==> src/rtl/instr_fetch_unit_pkg.sv <==
// Shared definitions for the instruction fetch unit and its bench.
// ASIZE / DSIZE   : instruction-memory word address and data widths.
// FETCH_DEPTH     : default prefetch queue depth.
// RESET_PC_DEF    : default word address loaded into the PC on reset.
// fetch_entry_t   : one prefetch queue entry, {pc, instr}.
package instr_fetch_unit_pkg;
  localparam int ASIZE       = 8;
  localparam int DSIZE       = 32;
  localparam int FETCH_DEPTH = 4;
  localparam logic [ASIZE-1:0] RESET_PC_DEF = '0;

  typedef struct packed {
    logic [ASIZE-1:0] pc;
    logic [DSIZE-1:0] instr;
  } fetch_entry_t;
endpackage

==> src/rtl/instr_fetch_unit_fetch_fifo.sv <==
// First-word-fall-through FIFO used as the fetch prefetch queue.
// Ports:
//   clk   : rising-edge clock
//   rst   : asynchronous active-low reset
//   push  : write din at the tail
//   pop   : advance the head (only when count != 0)
//   flush : empty the queue; overrides push and pop
//   din   : entry to write
//   dout  : head entry, forced to 0 when empty
//   count : number of occupied entries
module fetch_fifo #(
  parameter  int WIDTH = 40,
  parameter  int DEPTH = 4,
  localparam int PW    = $clog2(DEPTH),
  localparam int CW    = PW + 1
) (
  input  logic             clk,
  input  logic             rst,
  input  logic             push,
  input  logic             pop,
  input  logic             flush,
  input  logic [WIDTH-1:0] din,
  output logic [WIDTH-1:0] dout,
  output logic [CW-1:0]    count
);
  logic [WIDTH-1:0] r_mem [DEPTH];
  logic [PW-1:0]    r_wr_ptr;
  logic [PW-1:0]    r_rd_ptr;
  logic [CW-1:0]    r_count;

  // Pointers wrap naturally; occupancy is kept separately so full/empty never alias.
  always_ff @(posedge clk or negedge rst) begin
    if (!rst) begin
      r_wr_ptr <= '0;
      r_rd_ptr <= '0;
      r_count  <= '0;
    end else if (flush) begin
      r_wr_ptr <= '0;
      r_rd_ptr <= '0;
      r_count  <= '0;
    end else begin
      if (push) r_wr_ptr <= r_wr_ptr + PW'(1);
      if (pop)  r_rd_ptr <= r_rd_ptr + PW'(1);
      case ({push, pop})
        2'b10:   r_count <= r_count + CW'(1);
        2'b01:   r_count <= r_count - CW'(1);
        default: r_count <= r_count;
      endcase
    end
  end

  // Storage is written only on a real push, so undefined input data never lands in the queue.
  always_ff @(posedge clk) begin
    if (push && !flush) r_mem[r_wr_ptr] <= din;
  end

  assign dout  = (r_count != '0) ? r_mem[r_rd_ptr] : '0;
  assign count = r_count;
endmodule

==> src/rtl/instr_fetch_unit.sv <==
// Instruction fetch unit: drives the instruction-memory word address, captures
// the combinationally returned word into a prefetch queue together with its PC,
// and hands entries to decode over a valid/ready handshake.
// Ports:
//   clk, rst          : clock, asynchronous active-low reset
//   fetch_en          : allow new memory reads
//   redirect          : flush the queue and load redirect_pc (highest priority)
//   redirect_pc       : new fetch word address
//   imem_addr         : word address to memory (current PC)
//   imem_wen          : always 0
//   imem_data         : word returned for imem_addr in the same cycle
//   out_valid/ready   : decode handshake
//   out_instr/out_pc  : head entry, 0 when empty
//   q_count           : queue occupancy
module instr_fetch_unit
  import instr_fetch_unit_pkg::*;
#(
  parameter int               DEPTH    = FETCH_DEPTH,
  parameter logic [ASIZE-1:0] RESET_PC = RESET_PC_DEF
) (
  input  logic                   clk,
  input  logic                   rst,
  input  logic                   fetch_en,
  input  logic                   redirect,
  input  logic [ASIZE-1:0]       redirect_pc,
  output logic [ASIZE-1:0]       imem_addr,
  output logic                   imem_wen,
  input  logic [DSIZE-1:0]       imem_data,
  output logic                   out_valid,
  input  logic                   out_ready,
  output logic [DSIZE-1:0]       out_instr,
  output logic [ASIZE-1:0]       out_pc,
  output logic [$clog2(DEPTH):0] q_count
);
  localparam int CW = $clog2(DEPTH) + 1;

  logic [ASIZE-1:0] r_pc;
  logic             w_push;
  logic             w_pop;
  logic             w_full;
  logic [CW-1:0]    w_count;
  fetch_entry_t     w_din;
  fetch_entry_t     w_dout;

  assign w_full = (w_count == CW'(DEPTH));
  assign w_pop  = out_valid & out_ready;
  // A full queue may still accept a word when the head leaves in the same cycle.
  assign w_push = fetch_en & ~redirect & (~w_full | w_pop);

  assign w_din.pc    = r_pc;
  assign w_din.instr = imem_data;

  // A pop coinciding with redirect is swallowed by the flush.
  fetch_fifo #(
    .WIDTH ($bits(fetch_entry_t)),
    .DEPTH (DEPTH)
  ) u_fifo (
    .clk   (clk),
    .rst   (rst),
    .push  (w_push),
    .pop   (w_pop),
    .flush (redirect),
    .din   (w_din),
    .dout  (w_dout),
    .count (w_count)
  );

  // PC advances only when its word was captured, so a stall re-presents the same address.
  always_ff @(posedge clk or negedge rst) begin
    if (!rst) begin
      r_pc <= RESET_PC;
    end else if (redirect) begin
      r_pc <= redirect_pc;
    end else if (w_push) begin
      r_pc <= r_pc + ASIZE'(1);
    end
  end

  assign imem_addr = r_pc;
  assign imem_wen  = 1'b0;
  assign out_valid = (w_count != '0);
  assign out_instr = w_dout.instr;
  assign out_pc    = w_dout.pc;
  assign q_count   = w_count;
endmodule
==> config.mk <==
export PLATFORM = sky130hd
export DESIGN_NAME = instr_fetch_unit
export DESIGN_NICKNAME = d
export VERILOG_FILES = /design/src/rtl/instr_fetch_unit_pkg.sv /design/src/rtl/instr_fetch_unit_fetch_fifo.sv /design/src/rtl/instr_fetch_unit.sv
export SDC_FILE = /design/constraint.sdc
export NUM_CORES = 1
export LEC_CHECK = 0
export CAP_MARGIN = 25
export CORE_MARGIN = 1.5
export CORE_UTILIZATION = 59
export CTS_BUF_LIST = sky130_fd_sc_hd__clkbuf_8
export DETAILED_ROUTE_END_ITERATION = 16
export DONT_BUFFER_PORTS = 1
export PLACE_DENSITY = 0.75
export SYNTH_ARGS = -nofsm -noshare
export SYNTH_HDL_FRONTEND = slang
export SYNTH_SLANG_ARGS = --single-unit
==> constraint.sdc <==
create_clock -name clk -period 2.2 [get_ports clk]
set_input_delay 0.11 -clock clk [delete_from_list [all_inputs] [get_ports clk]]
set_output_delay 0.11 -clock clk [all_outputs]
set_load 0.005 [all_outputs]
Word level (Yosys, flattened, before mapping)
Memories as Yosys holds them, arrays and structs flattened.
Cells that the tools add are included.
{"block": "totals", "wordCells": 36, "ff_bits": 15, "in_bits": 45, "n_memories": 1, "out_inout_bits": 53, "mem_bits_rw": 160}
{"memory": "u_fifo.r_mem", "words": 4, "width": 40, "rd": 1, "rd_ports_with_merged_regs": 0, "wr": 1, "line_no": "instr_fetch_unit_fetch_fifo.sv:26", "rtl": "logic [WIDTH-1:0] r_mem [DEPTH];"}
{"block": "classes", "n_mux": 11, "n_eq_ne": 3, "reduce_logical": 6, "add_sub_neg": 5, "n_bitwise": 6}
{"cell": "two-way mux 40 bit", "n": 1}
{"cell": "two-way mux 8 bit", "n": 2}
{"cell": "adder 8 x 1 -> 8 bit (second input constant)", "n": 1}
{"cell": "two-way mux 2 bit", "n": 4}
{"cell": "case mux 3 bit (2 select lines)", "n": 1}
{"cell": "nonzero test 3 bit", "n": 2}
{"cell": "adder 2 x 1 -> 2 bit (second input constant)", "n": 2}
{"cell": "nonzero test 2 bit", "n": 2}
{"cell": "adder 3 x 1 -> 3 bit (second input constant)", "n": 1}
{"cell": "AND 1 bit", "n": 3}
{"cell": "equality test 3 bit (second input constant)", "n": 1}
{"cell": "two-way mux 3 bit", "n": 1}
{"cell": "subtractor 3 x 1 -> 3 bit (second input constant)", "n": 1}
{"cell": "equality test 2 x 1 -> 1 bit (second input constant)", "n": 1}
{"cell": "equality test 2 bit (second input constant)", "n": 1}
{"cell": "two-way mux 1 bit", "n": 2}
{"cell": "inverter 1 bit", "n": 2}
{"cell": "logical AND 1 bit", "n": 1}
{"cell": "logical NOT 1 bit", "n": 1}
{"cell": "OR 1 bit", "n": 1}

Depth between registers and ports, before layout
{"block": "depth", "word_depth": 7, "ltp_mapped": 7, "depth_no_buf": 6}

By module
Synthesis repeated with hierarchy kept, for this count alone.
{"block": "hier_totals", "hier_cells": 350, "hier_area_um2": 6979.2}
{"mod": "fetch_fifo", "area_per_inst_um2": 6478.7, "n_inst": 1, "seq_area_each_um2": 4979.8, "cells_each": 296}
{"mod": "instr_fetch_unit", "area_per_inst_um2": 500.5, "n_inst": 1, "seq_area_each_um2": 200.2, "cells_each": 54}

Worst setup path before layout
Ideal clock, no wire load.
{"block": "synth_path", "path_type": "register -> register", "startpoint": "register u_fifo.r_count[2], in the netlist u_fifo.count[2]", "endpoint": "memory u_fifo.r_mem[0][0], enable pin", "stages_incl_launch_ff": 5, "arrival_time_ns": 1.906, "path_slack_ns": -0.107, "period_less_slack_ns": 2.307, "path_cell_list": "dfrtp_1 > buf_2 > or4b_4 > buf_6 > and3_1"}
{"block": "synth_via", "elab_chain_cells": 7}
{"item": "start, declared", "line_no": "instr_fetch_unit_fetch_fifo.sv:29", "rtl": "logic [CW-1:0] r_count;"}
{"item": "start signal, assigned", "line_no": "instr_fetch_unit_fetch_fifo.sv:45", "rtl": "2'b10: r_count <= r_count + CW'(1);"}
{"item": "start signal, assigned", "line_no": "instr_fetch_unit_fetch_fifo.sv:46", "rtl": "2'b01: r_count <= r_count - CW'(1);"}
{"item": "start signal, assigned", "line_no": "instr_fetch_unit_fetch_fifo.sv:47", "rtl": "default: r_count <= r_count;"}
{"item": "nonzero test 3 bit or equality test 3 bit (tied branches)", "line_no": "instr_fetch_unit.sv:81, instr_fetch_unit.sv:45"}
{"item": "AND 1 bit or inverter 1 bit (tied branches)", "line_no": "instr_fetch_unit.sv:46, instr_fetch_unit.sv:48"}
{"item": "OR 1 bit *", "line_no": "instr_fetch_unit.sv:48", "rtl": "assign w_push = fetch_en & ~redirect & (~w_full | w_pop);"}
{"item": "AND 1 bit *", "line_no": "instr_fetch_unit.sv:48"}
{"item": "logical AND 1 bit *", "line_no": "instr_fetch_unit_fetch_fifo.sv:54", "rtl": "if (push && !flush) r_mem[r_wr_ptr] <= din;"}
{"item": "two-way mux 1 bit *", "line_no": "instr_fetch_unit_fetch_fifo.sv:54"}
{"item": "two-way mux 1 bit (not written as such) *", "line_no": "instr_fetch_unit_fetch_fifo.sv:54"}
{"item": "end, declared", "line_no": "instr_fetch_unit_fetch_fifo.sv:26"}
Mark *: on every way between the ends. The rest lies on a longest branch, timed or not.

Worst setup path in the final report
{"block": "layout_path", "startpoint": "register u_fifo.r_count[2], in the netlist u_fifo.count[2]", "endpoint": "register u_fifo.r_count[2], in the netlist u_fifo.count[2]"}
{"block": "layout_via", "elab_chain_cells": 7}
{"item": "nonzero test 3 bit or equality test 3 bit (tied branches)", "line_no": "instr_fetch_unit.sv:81, instr_fetch_unit.sv:45"}
{"item": "AND 1 bit or inverter 1 bit (tied branches)", "line_no": "instr_fetch_unit.sv:46, instr_fetch_unit.sv:48"}
{"item": "OR 1 bit", "line_no": "instr_fetch_unit.sv:48"}
{"item": "AND 1 bit", "line_no": "instr_fetch_unit.sv:48"}
{"item": "equality test 2 x 1 -> 1 bit or equality test 2 bit (tied branches)", "line_no": "instr_fetch_unit_fetch_fifo.sv:44", "rtl": "case ({push, pop})"}
{"item": "case mux 3 bit (2 select lines)", "line_no": "instr_fetch_unit_fetch_fifo.sv:44"}
{"item": "two-way mux 3 bit", "line_no": "instr_fetch_unit_fetch_fifo.sv:37", "rtl": "end else if (flush) begin"}
Several ways; a longest one is shown, not always the timed one.
A chain may end at the register's enable or synchronous reset.

==> impl_results.md <==
* Crit Path Class: reg2reg
* Nets at 480
* 1st-iter DRT viols at 224
* Gp weighted congestion at 0.811
* Relative slew margins at 0.480
* Drt wl/cell at 21.1 um
* Post-DP HPWL at 7460 um
* Post-place setup slack at 0.160 ns
* Most frequent cells after synthesis: edfxtp_1 (160), nor2b_1 (42), mux4_2 (40)
* Setup slack, reg-to-reg at 0.18 ns
* Worst vdd ir at 413 uV
* Post-synth EDFFs at 160
* Die Ht at 113 um
* H-tree levels at 4
* Final Hold Violating Endpoints at 0
* Crit path cell chain: o31ai_2 -> nor2_1 -> fa_1 -> or3b_2 -> nand3_1 -> a31oi_1
* Final worst slack at 0.181 ns
* Worst-path maximum fanout at 6
* DR vias at 3540
* Max_cap viols at 0
* Post-route core utilization at 0.693
* Ports at 98
* Drt first pass iters at 4
* F_max at 495 MHz
* TritonCTS Sinks at 175
* Antenna Cells at 0
* Die span in x at 113 um
* Final wirelength at 12400 um
* Core box area at 11900 um^2
* Initial Util at 0.600
* Largest net degree at the start of global routing at 42
* Post-synth top area share at 0.673
* Syn avg cell area at 19.3 um^2
* Min Tclk post-route at 2.02 ns
* Primary FF master, synth: edfxtp_1
* R2R depth at 6
* Setup violations, final at 0
* CTS max path bufs at 2
* Clk_lat worst skew at 0.44 ns
* Worst r2r src: u_fifo.count[2]
* Seq/Total Area, Yosys at 0.725
* Worst-margin pin slew at 0.777 ns
* P&R area growth vs syn at 15.6%
* Total Power at 7.12 mW
* First-pass GRT wire length at 19600 um
* IO Port Bufs at 0
* Period utilisation layout at 0.918
* Count leader, synth: edfxtp_1
* RSZ-0062 raised after global routing: false
* Min-delay worst type: in2reg
* Synth async-reset ratio at 0.0857
* Final setup skew at 0.00670 ns
* FF-to-FF End: u_fifo.count[2]
* Cells after synthesis at 370
* Cell taking the most area after synthesis: edfxtp_1
* Vias in the first global route at 3732
* Fin cells at 589
* Hold endpoint: imem_addr[2]
* FF+latch count, synth at 175
* TritonCTS Buffers at 17
* Total grt overflow at 0
* Top cells by area, synth: edfxtp_1 (67%), mux4_2 (13%), dfrtp_1 (5.3%)
* Worst Hold Path Cells at 2
* All-Layer GR Usage at 0.208
* Crit-path slowest cell: or3b_2
* CP Capture Type: flop
* Worst EP arrival at 2.31 ns
* DP Cell Count at 511
* Max-slew violation count at 0
* Post-Syn Nets at 421
* Drt via density at 6.01
* Synth Cell Area at 7140 um^2
* Sum Neg Setup Slack at 0 ns
* FP Rows at 40
* Residual DRC at 0
* Critical path's largest stage delay at 0.47 ns
* Die area at 12800 um^2
* Clock-pin slew on the worst setup and hold paths at 0.08 ns
* CTS tree: done
* Clk root buf: clkbuf_8
* Power Dens Cells at 862 nW/um^2
* Initial antenna violation count at 0
* Syn. warnings at 0
* Outcome: finished, final reports clean
* Detail Route Antenna Nets at 0
* Startpoint types: flop
* Netlist cell types at 49
* Pleak at 2.68 nW
* Critical Path RT at 2.49 ns
* Hold Crit Start: fetch_en
* Layout cells sized above 1 at 0.242
layout by cell type, fill, tap and decap left out, types with 2 or more instances in the layout:
| cell type | n |
|---|---|
| a21oi_1 | 2 |
| inv_1 | 9 |
| a31oi_1 | 2 |
| dlygate4sd3_1 | 46 |
| nand2b_1 | 4 |
| nor3b_1 | 3 |
| mux4_2 | 40 |
| nor2b_1 | 42 |
| edfxtp_1 | 160 |
| nand4_1 | 2 |
| xor2_1 | 3 |
| ha_1 | 5 |
| nand2_1 | 5 |
| bufinv_16 | 2 |
| or2_2 | 2 |
| dfrtp_1 | 13 |
| dfrtp_2 | 2 |
| nor2_1 | 5 |
| nand3_1 | 8 |
| buf_4 | 15 |
| and2_1 | 2 |
| o2111ai_1 | 2 |
| clkinvlp_4 | 3 |
| buf_12 | 2 |
| o311ai_0 | 4 |
| clkinv_2 | 3 |
| a221o_1 | 3 |
| clkbuf_8 | 22 |
| and3_2 | 4 |
repair_timing:
item                                   4_1_cts  5_1_grt
resized for setup                            0        2
hold buffers                                46        0
endpoints found under the hold margin      158        0
setup buffers                                0        0
setup endpoints to repair                    0        3
worst max-delay path by stage:
stage                     slack (ns)                from  cells after the start               to
after floorplan                  0.1     u_fifo.count[1]                      7  u_fifo.count[2]
after global placement          0.25     u_fifo.count[2]                      6  u_fifo.count[2]
after detailed placement        0.16     u_fifo.count[2]                      6  u_fifo.count[2]
after CTS                       0.04  u_fifo.r_rd_ptr[0]                      3        out_pc[6]
after global routing            0.06     u_fifo.count[2]                      6  u_fifo.count[2]
final                           0.18     u_fifo.count[2]                      6  u_fifo.count[2]
registers in the layout (all words and copies together) (netlist names):
signal and flops:
imem_addr 8, u_fifo.r_rd_ptr 2, u_fifo.r_wr_ptr 2, u_fifo.r_mem 160
u_fifo.count 3
routing by layer:
metal	track usage	part of all wire	vias to the layer above
met1	0.277	0.42	1790
met2	0.331	0.50	130
met4	0.0842	0.017	0
met3	0.0589	0.057	23
li1	-	-	1597
met5	0	0	-
metrics by stage:
stage	cell area, um^2	hold WS (ns)
after floorplan	7150	-0.186
after global placement	7370	-0.185
after detailed placement	7370	-0.185
after CTS	8250	0.00220
after global routing	8260	0.0128
final	8260	0.0243
report_power, final:
| part | total [mW] | internal (mW) | switching, mW | leakage, nW |
|---|---|---|---|---|
| Sequential | 3.86 | 3.77 | 0.0895 | 1.64 |
| Clock | 2.19 | 1.15 | 1.04 | 0.208 |
| Combinational | 1.06 | 0.519 | 0.542 | 0.833 |
| Total | 7.12 | 5.45 | 1.67 | 2.68 |
logic make-up after synthesis:
logic type / Yosys count / share of synthesized area
other cells: 1 / 0.000525
fa+ha+maj: 6 / 0.0116
xor+xnor: 4 / 0.00491
flops: 175 / 0.725
mux: 41 / 0.128
buf+inv: 32 / 0.0221
simple gates: 85 / 0.0743
compound gates: 26 / 0.0338
cell type report:
type                    instances  area [um^2]
flip-flops and latches        175         5180
clock buffers                  22          303
multi-input cells             163         1820
fillers                       753         3660
repair buffers                 64          624
clock inverters                10          110
well taps                     147          184
inverters                       8         30.0
worst max-delay path: cells and delay by family (launching register included):
kind	cells	cell delay (ns)
compound gates	2	0.32
fa+ha+maj	1	0.44
flops	1	0.46
simple gates	3	0.66
No activity file was read; power rests on OpenSTA's default activity.
